`src/rtl/box_pkg.sv`:
```
// Shared definitions for the player box: play-state encoding, default physics
// constants and position/velocity types reused by renderer and collision logic.
package box_pkg;

    localparam int unsigned DEF_Y_W      = 7;
    localparam int unsigned DEF_V_W      = 5;
    localparam int unsigned DEF_START_Y  = 60;
    localparam int unsigned DEF_FLOOR_Y  = 120;
    localparam int unsigned DEF_GRAVITY  = 1;
    localparam int unsigned DEF_FLAP_V   = 5;
    localparam int unsigned DEF_MAX_FALL = 4;

    typedef enum logic [1:0] {
        ST_IDLE   = 2'd0,
        ST_FLYING = 2'd1,
        ST_DEAD   = 2'd2
    } box_state_e;

    typedef logic [DEF_Y_W-1:0]        box_pos_t;
    typedef logic signed [DEF_V_W-1:0] box_vel_t;

endpackage

```
`src/rtl/box_tap_latch.sv`:
```
// Holds a flap request between a tap and the next game tick while flying;
// taps outside flight are dropped, and a tap coincident with a tick is used directly.
module box_tap_latch (
    input  logic i_clk,
    input  logic i_resetn,
    input  logic i_tap,
    input  logic i_tick,
    input  logic i_en,
    output logic o_flap_pend
);

    logic r_flap_pend;

    always_ff @(posedge i_clk) begin
        if (!i_resetn) begin
            r_flap_pend <= 1'b0;
        end else if (!i_en || i_tick) begin
            r_flap_pend <= 1'b0;
        end else if (i_tap) begin
            r_flap_pend <= 1'b1;
        end
    end

    assign o_flap_pend = r_flap_pend;

endmodule

```
`src/rtl/box_physics.sv`:
```
// Player box position/velocity integrator with IDLE/FLYING/DEAD play state.
// Define BOX_CEILING_KILL_EN to make a ceiling clamp also kill the box.
module box_physics
    import box_pkg::*;
#(
    parameter int unsigned Y_W      = DEF_Y_W,
    parameter int unsigned V_W      = DEF_V_W,
    parameter int unsigned START_Y  = DEF_START_Y,
    parameter int unsigned FLOOR_Y  = DEF_FLOOR_Y,
    parameter int unsigned GRAVITY  = DEF_GRAVITY,
    parameter int unsigned FLAP_V   = DEF_FLAP_V,
    parameter int unsigned MAX_FALL = DEF_MAX_FALL
) (
    input  logic           game_clk,
    input  logic           resetn,
    input  logic           tick,
    input  logic           tap,
    input  logic           start,
    output logic [Y_W-1:0] y_coordinate,
    output logic [V_W-1:0] velocity,
    output logic [1:0]     state,
    output logic           hit_floor,
    output logic           hit_ceiling
);

    localparam int unsigned CW = ((Y_W > V_W) ? Y_W : V_W) + 2;

    localparam logic signed [CW-1:0] C_ZERO     = '0;
    localparam logic signed [CW-1:0] C_GRAV     = CW'(GRAVITY);
    localparam logic signed [CW-1:0] C_MAXF     = CW'(MAX_FALL);
    localparam logic signed [CW-1:0] C_FLOOR    = CW'(FLOOR_Y);
    localparam logic signed [CW-1:0] C_FLAP_VEL = -$signed(CW'(FLAP_V));

    if (!(START_Y > 0 && START_Y < FLOOR_Y && (FLOOR_Y >> Y_W) == 0)) begin : g_chk_pos
        $error("box_physics: need 0 < START_Y < FLOOR_Y < 2**Y_W");
    end
    if ((FLAP_V >> (V_W - 1)) != 0 || (MAX_FALL >> (V_W - 1)) != 0) begin : g_chk_vel
        $error("box_physics: FLAP_V and MAX_FALL must fit in V_W-1 bits");
    end
    if (GRAVITY < 1) begin : g_chk_grav
        $error("box_physics: GRAVITY must be at least 1");
    end

    box_state_e             r_state, w_state_nx;
    logic [Y_W-1:0]         r_y, w_y_nx;
    logic signed [V_W-1:0]  r_vel, w_vel_nx;
    logic                   r_hit_floor, w_hit_floor_nx;
    logic                   r_hit_ceil, w_hit_ceil_nx;
    logic                   w_flap_pend;
    logic                   w_flying;
    logic signed [CW-1:0]   w_vel_ext, w_vel_grav, w_vel_new, w_y_next;

    assign w_flying = (r_state == ST_FLYING);

    box_tap_latch u_tap_latch (
        .i_clk       (game_clk),
        .i_resetn    (resetn),
        .i_tap       (tap),
        .i_tick      (tick),
        .i_en        (w_flying),
        .o_flap_pend (w_flap_pend)
    );

    // Candidate velocity and position, evaluated wide enough that nothing wraps.
    assign w_vel_ext = {{(CW - V_W){r_vel[V_W-1]}}, r_vel};

    always_comb begin
        w_vel_grav = w_vel_ext + C_GRAV;
        if (w_flap_pend || tap) begin
            w_vel_new = C_FLAP_VEL;
        end else if (w_vel_grav > C_MAXF) begin
            w_vel_new = C_MAXF;
        end else begin
            w_vel_new = w_vel_grav;
        end
        w_y_next = $signed({{(CW - Y_W){1'b0}}, r_y}) + w_vel_new;
    end

    always_comb begin
        w_state_nx     = r_state;
        w_y_nx         = r_y;
        w_vel_nx       = r_vel;
        w_hit_floor_nx = r_hit_floor;
        w_hit_ceil_nx  = 1'b0;
        unique case (r_state)
            ST_IDLE: begin
                if (start || tap) begin
                    w_state_nx = ST_FLYING;
                end
            end
            ST_FLYING: begin
                if (tick) begin
                    if (w_y_next <= C_ZERO) begin
                        w_y_nx        = '0;
                        w_vel_nx      = '0;
                        w_hit_ceil_nx = 1'b1;
`ifdef BOX_CEILING_KILL_EN
                        w_state_nx    = ST_DEAD;
`endif
                    end else if (w_y_next >= C_FLOOR) begin
                        w_y_nx         = Y_W'(FLOOR_Y);
                        w_vel_nx       = '0;
                        w_state_nx     = ST_DEAD;
                        w_hit_floor_nx = 1'b1;
                    end else begin
                        w_y_nx   = Y_W'(w_y_next);
                        w_vel_nx = V_W'(w_vel_new);
                    end
                end
            end
            ST_DEAD: begin
                if (start) begin
                    w_state_nx     = ST_FLYING;
                    w_y_nx         = Y_W'(START_Y);
                    w_vel_nx       = '0;
                    w_hit_floor_nx = 1'b0;
                end
            end
            default: begin
                w_state_nx = ST_IDLE;
            end
        endcase
    end

    always_ff @(posedge game_clk) begin
        if (!resetn) begin
            r_state     <= ST_IDLE;
            r_y         <= Y_W'(START_Y);
            r_vel       <= '0;
            r_hit_floor <= 1'b0;
            r_hit_ceil  <= 1'b0;
        end else begin
            r_state     <= w_state_nx;
            r_y         <= w_y_nx;
            r_vel       <= w_vel_nx;
            r_hit_floor <= w_hit_floor_nx;
            r_hit_ceil  <= w_hit_ceil_nx;
        end
    end

    assign y_coordinate = r_y;
    assign velocity     = r_vel;
    assign state        = r_state;
    assign hit_floor    = r_hit_floor;
    assign hit_ceiling  = r_hit_ceil;

endmodule

```
`config.mk`:
```
export PLATFORM = sky130hd
export DESIGN_NAME = box_physics
export DESIGN_NICKNAME = d
export VERILOG_FILES = /design/src/rtl/box_pkg.sv /design/src/rtl/box_tap_latch.sv /design/src/rtl/box_physics.sv
export SDC_FILE = /design/constraint.sdc
export NUM_CORES = 1
export LEC_CHECK = 0
export ABC_AREA = 1
export BUFFER_PORTS_ARGS = -buffer_cell sky130_fd_sc_hd__clkbuf_2
export CAP_MARGIN = 10
export CORE_ASPECT_RATIO = 0.75
export CORE_MARGIN = 2
export CORE_UTILIZATION = 33
export CTS_CLUSTER_SIZE = 10
export DETAILED_ROUTE_END_ITERATION = 10
export PLACE_DENSITY = 0.55
export SLEW_MARGIN = 20
export SYNTH_ARGS = -nofsm -noshare
export SYNTH_HDL_FRONTEND = slang
export SYNTH_SLANG_ARGS = --single-unit
```
`constraint.sdc`:
```
create_clock -name game_clk -period 3.28 [get_ports game_clk]
set_clock_uncertainty 0.2 [all_clocks]
set_input_delay 0.492 -clock game_clk [delete_from_list [all_inputs] [get_ports game_clk]]
set_output_delay 0.492 -clock game_clk [all_outputs]
set_load 0.02 [all_outputs]
```
[Word level (Yosys, flattened, before mapping)]
Cells that the tools add are included.
Word-level totals
  register bits: 17
  input bits: 5
  output and inout bits: 16
  logic and storage cells: 54
Cells by class
  add/sub/neg operators: 2
  $lt $le $gt $ge: 3
  equal/unequal tests: 7
  mux-type cells: 24
  bitwise operators: 1
  reductions and logical operators: 11
Operators by type and width (count)
  $mux W7: 4
  $mux W5: 4
  $mux W9: 2
  $pmux W7 S2: 1
  $mux W2: 5
  $ne A2 B2 Y1 const B: 5
  $pmux W5 S2: 1
  $reduce_and A5 Y1: 2
  $add A8 B9 Y9: 1
  $ge A9 B8 Y1 const B: 1
  $le A9 B1 Y1 const B: 1
  $add A5 B2 Y6 const B: 1
  $gt A6 B4 Y1 const B: 1
  $pmux W2 S3: 1
  $reduce_and A3 Y1: 2
  $mux W1: 5
  $logic_or A1 B1 Y1: 3
  $eq A2 B1 Y1 const B: 1
  $eq A2 B2 Y1 const B: 1
  $logic_not A2 Y1: 1
  $pmux W1 S2: 1
  $reduce_bool A2 Y1: 1
  $reduce_or A2 Y1: 1
  $logic_not A1 Y1: 1
  $not A1 Y1: 1

[Logic depth before layout (Yosys ltp)]
  depth after elaboration: 10
  mapped depth: 27
  gate-level depth less buffers: 26

[Modules after synthesis]
Synthesis repeated with hierarchy kept, for this count alone.
Unflattened totals
  cell total of the unflattened synthesis: 229
  area total of the unflattened synthesis: 1441.4 um^2
Modules (own cells, without submodules)
  box_physics: instances 1, cells each 224, area each 1405.1 um^2, sequential area each 320.3 um^2
  box_tap_latch: instances 1, cells each 5, area each 36.3 um^2, sequential area each 20.0 um^2

[Least setup slack after synthesis]
OpenSTA, ideal clock, no wires.
  path type: register -> register
  start point: reg r_vel[0], in the netlist velocity[0]
  end point: reg r_y[2], in the netlist y_coordinate[2]
  library setup time: 0.113 ns
  data arrival time: 3.073 ns
  data required time: 2.967 ns
  path slack: -0.106 ns
  cell stages (with the launch flop): 23
  path buffers: 1
  period minus slack after synthesis: 3.386 ns
  cell sequence: dfxtp_1 ha_1 nand3_1 nand2_1 nand2_1 inv_1 nand3_1 nand2_1 inv_2 o21ai_0 ha_1 fa_1 or2_1 or2_1 nor2_1 nand2_1 nor2_4 nor2_4 buf_6 nand3_1 nand2_1 nand2_1 nand2_1
Between the ends
  cells in the longest elaborated chain, start to end: 10
  elaborated cells between the ends (all ways): 11
  those cells by class: add/sub (2); order compare (3); mux (6)
Ends and longest elaborated chain
  start: declaration: line box_physics.sv:46  | logic signed [V_W-1:0] r_vel, w_vel_nx;
  start signal: assignment: line box_physics.sv:135  | r_vel <= w_vel_nx;
  $add A5 B2 Y6 (*): line box_physics.sv:68  | w_vel_grav = w_vel_ext + C_GRAV;
  $gt A6 B4 Y1: line box_physics.sv:71  | end else if (w_vel_grav > C_MAXF) begin
  $mux W9 (*): line box_physics.sv:71
  $mux W9 (*): line box_physics.sv:69  | if (w_flap_pend || tap) begin
  $add A8 B9 Y9 (*): line box_physics.sv:76  | w_y_next = $signed({{(CW - Y_W){1'b0}}, r_y}) + w_vel_new;
  $ge A9 B8 Y1: line box_physics.sv:100  | end else if (w_y_next >= C_FLOOR) begin
  $mux W7: line box_physics.sv:100
  $mux W7 (*): line box_physics.sv:93  | if (w_y_next <= C_ZERO) begin
  $mux W7 (*): line box_physics.sv:92  | if (tick) begin
  $pmux W7 S2 (*): line box_physics.sv:85  | unique case (r_state)
  end signal: assignment: line box_physics.sv:128  | r_y <= Y_W'(START_Y);
  end signal: assignment: line box_physics.sv:134  | r_y <= w_y_nx;
  end: declaration: line box_physics.sv:45  | logic [Y_W-1:0] r_y, w_y_nx;
Mark *: on every way between the ends. The rest lies on a longest branch, timed or not. The select of a mux whose other input is x is not followed.
A chain may end at the register's enable or synchronous reset.

[Worst setup path in the final report]
  start point: reg r_vel[0], in the netlist velocity[0]
  end point: reg r_y[5], in the netlist y_coordinate[5]
The elaborated chain is that of the path after synthesis.

==> impl_metrics.json <==
{
  "antenna_left": 0,
  "synth_async_sr_flop_share_pct": 0,
  "core_area_um2": 4080,
  "path_cells": "ha_4 > nand3_2 > inv_2 > nand2_1 > nand2_1 > inv_1 > nand3_2 > nand2_2 > inv_2 > o21ai_2 > ha_2 > fa_1 > or2_1 > or2_1 > nor2_1 > nand2_1 > nor2_4 > nor2_4 > nand2_1 > nand2_1 > nand2_1 > nand3_1",
  "critPathMaxFanout": 7,
  "cts_tree": "done",
  "cts.clk_slew.worst_paths_ns": 0.07,
  "yosysTopAreaCellShare_pct": 24.0,
  "ys_seq_area_share_pct": 24.0,
  "yosysMostFrequentCell": "nand2_1",
  "cts_buffers": 3,
  "antenna_found_initial": 0,
  "hold_ws_ns": 0.280,
  "power_density_nw_per_um2": 405,
  "cts-root-buf": "clkbuf_8",
  "grt_pass1_vias": 1228,
  "grt_use_total_pct": 15.6,
  "hold_path_class": "reg -> reg",
  "critical_path_class": "reg -> reg",
  "cts_sinks": 17,
  "num_rows": 20,
  "drive_gt1_share_pct": 29.7,
  "cts_max_path_buffers": 2,
  "max_cap_viol_count": 0,
  "cp.required_ns": 3.23,
  "yosysTopAreaCell": "dfxtp_1",
  "cellLeakagePower_nw": 0.887,
  "synthTopCellsByArea": "dfxtp_1 24%, nand2_1 20%, ha_1 8.8%",
  "multi_input_area_um2": 973,
  "routed_wl_mm": 3.49,
  "dr.first_iter.drc_count": 91,
  "ys_seq_elements": 17,
  "die_x_um": 79.6,
  "cts_max_level": 1,
  "nFillCells": 445,
  "grt_overflow": 0,
  "post-route-drc-count": 0,
  "place_hpwl_mm": 2.68,
  "antennaDiodeCount": 0,
  "crit_top_cell": "nand2_1",
  "tightestPinTransition_ns": 0.427,
  "end_kind": "register",
  "viasPerCell": 4.64,
  "start_util_pct": 34.7,
  "die_area_um2": 4830,
  "grt_pass1_wl_mm": 5.88,
  "crit_slowest_cell": "fa_1",
  "crit_buf_inv": 3,
  "gp_congestion": 0.830,
  "peakVddDrop_uv": 149,
  "drv_slew": 0,
  "numPortBuffers": 20,
  "arrival_ns": 3.14,
  "post_synth_instance_area_um2": 1420,
  "first_pass_iters": 4,
  "min_period_ns": 3.20,
  "grt_max_degree": 14,
  "start_kind": "register",
  "avgSynthCellArea_um2": 6.52,
  "rsz0062_at_grt": "true",
  "synth_cells": 217,
  "max_freq_mhz": 313,
  "ys.warnings.count": 0,
  "ys_top_cells_by_count": "74 x nand2_1, 24 x inv_1, 17 x dfxtp_1, 17 x nand3_1",
  "clk_latency_ns": 0.26,
  "finalHoldViolations": 0,
  "vias": 1412,
  "synth_nets": 233,
  "wl_per_cell_um": 11.5,
  "stdcell_count": 304,
  "outcome": "finished, final reports clean",
  "final_nets": 266,
  "yosys_most_used_dff": "dfxtp_1",
  "synthToLayoutAreaGrowth_pct": 23.2,
  "synth_cell_types": 29,
  "dieHeight_um": 60.7,
  "synth-edff-count": 0,
  "fin_crit_sh_pct": 97.5,
  "slowest_delay_ns": 0.44,
  "regArea_um2": 347,
  "dp_cells": 296,
  "maxSlewHeadroom_pct": 71.5,
  "cp_top_family": "simple AND/OR/NAND/NOR gates",
  "io_pins": 21,
  "setup_violations": 0
}
[power breakdown]
group	total (W)	internal (W)	switching (W)	leakage (nW)
sequential	0.000236	0.000221	0.0000149	0.140
combinational	0.000310	0.000113	0.000197	0.721
clock	0.000161	0.0000844	0.0000765	0.0255
total	0.000706	0.000418	0.000288	0.887
[per-stage QoR]
| stage | setup slack, ns | util [%] | TNS [ns] | total power, W | cell area [µm²] |
|---|---|---|---|---|---|
| after detailed placement | -0.0124 | 39.6 | -0.0124 | 0.000539 | 1620 |
| after global routing | -0.189 | 42.7 | -1.36 | 0.000769 | 1740 |
| after CTS | 0.0323 | 40.8 | 0 | 0.000706 | 1660 |
| final | 0.0821 | 42.7 | 0 | 0.000706 | 1740 |
| after floorplan | 0.0240 | - | 0 | 0.000472 | 1420 |
| after global placement | 0.0126 | 39.6 | 0 | 0.000541 | 1620 |
[sequential cells by signal, summed over array words and instances (netlist names)]
register and flops:
state 2, velocity 5, hit_ceiling 1, u_tap_latch.o_flap_pend 1, y_coordinate 7, hit_floor 1
[placed cells by master, fill, tap and decap left out, types with 2 or more instances in the layout]
master / netlist / routed
nand2_1: 74 / 73
inv_1: 24 / 23
clkbuf_2: 0 / 20
nand3_1: 17 / 15
dfxtp_1: 17 / 14
nor2_1: 10 / 10
nand4_1: 10 / 10
buf_4: 0 / 10
a21oi_1: 9 / 9
nand2_2: 7 / 8
ha_1: 10 / 8
inv_2: 5 / 6
nand3_2: 3 / 5
nor2_4: 3 / 4
o21ai_0: 4 / 3
clkbuf_8: 0 / 3
nand4_2: 2 / 2
clkinv_1: 2 / 2
clkinv_2: 1 / 2
or2_1: 2 / 2
a21oi_2: 2 / 2
nor3_1: 2 / 2
dfxtp_2: 0 / 2
[final timing paths]
kind	start	to	slack, ns	cells after the start
worst max-delay path	velocity[0]	y_coordinate[5]	0.08	22
worst min-delay path	hit_floor	hit_floor	0.28	2
worst max register to register	velocity[0]	y_coordinate[5]	0.08	22
worst min register to register	hit_floor	hit_floor	0.28	2
[layout make-up]
type | count | area share [%]
tap | 55 | 3.95
multi-input combinational | 165 | 55.9
clock inverter | 1 | 0.287
sequential | 17 | 19.9
clock buffer | 3 | 2.37
timing repair buffer | 31 | 10.7
inverter | 32 | 6.96
[cells by family (layout without fill, tap and decap cells)]
kind of cell | count (synthesis) | in the layout | share of synthesized area (%)
flip-flops | 17 | 17 | 24.0
XOR/XNOR | 2 | 2 | 1.24
buffers and inverters | 36 | 67 | 10.7
AND/OR/NAND/NOR | 135 | 136 | 47.4
AO/OA/AOI/OAI | 16 | 16 | 6.37
adder cells (fa/ha/maj) | 11 | 11 | 10.3
[worst register-to-register path: cells and delay by family (launching register included)]
| family | cells | cell delay (ns) |
|---|---|---|
| adder cells (fa/ha/maj) | 3 | 0.83 |
| buffers and inverters | 3 | 0.15 |
| AO/OA/AOI/OAI | 1 | 0.18 |
| flip-flops | 1 | 0.35 |
| AND/OR/NAND/NOR | 15 | 1.38 |
[layer usage]
metal  global-route usage, %  up-vias  share of wire, %
li1                        -      762                 -
met1                    23.6      619                54
met2                    22.4       29                41
met3                    4.17        2               4.5
met5                       0        -                 0
met4                    2.96        0              0.49
[what timing repair did]
action	4_1_cts	5_1_grt
hold buffers	0	0
pin swaps	0	14
endpoints found under the setup margin	4	15
gates resized for setup	1	13
setup buffers	0	3
gates cloned	0	1
Note: power is estimated with default switching activity, not from simulation.
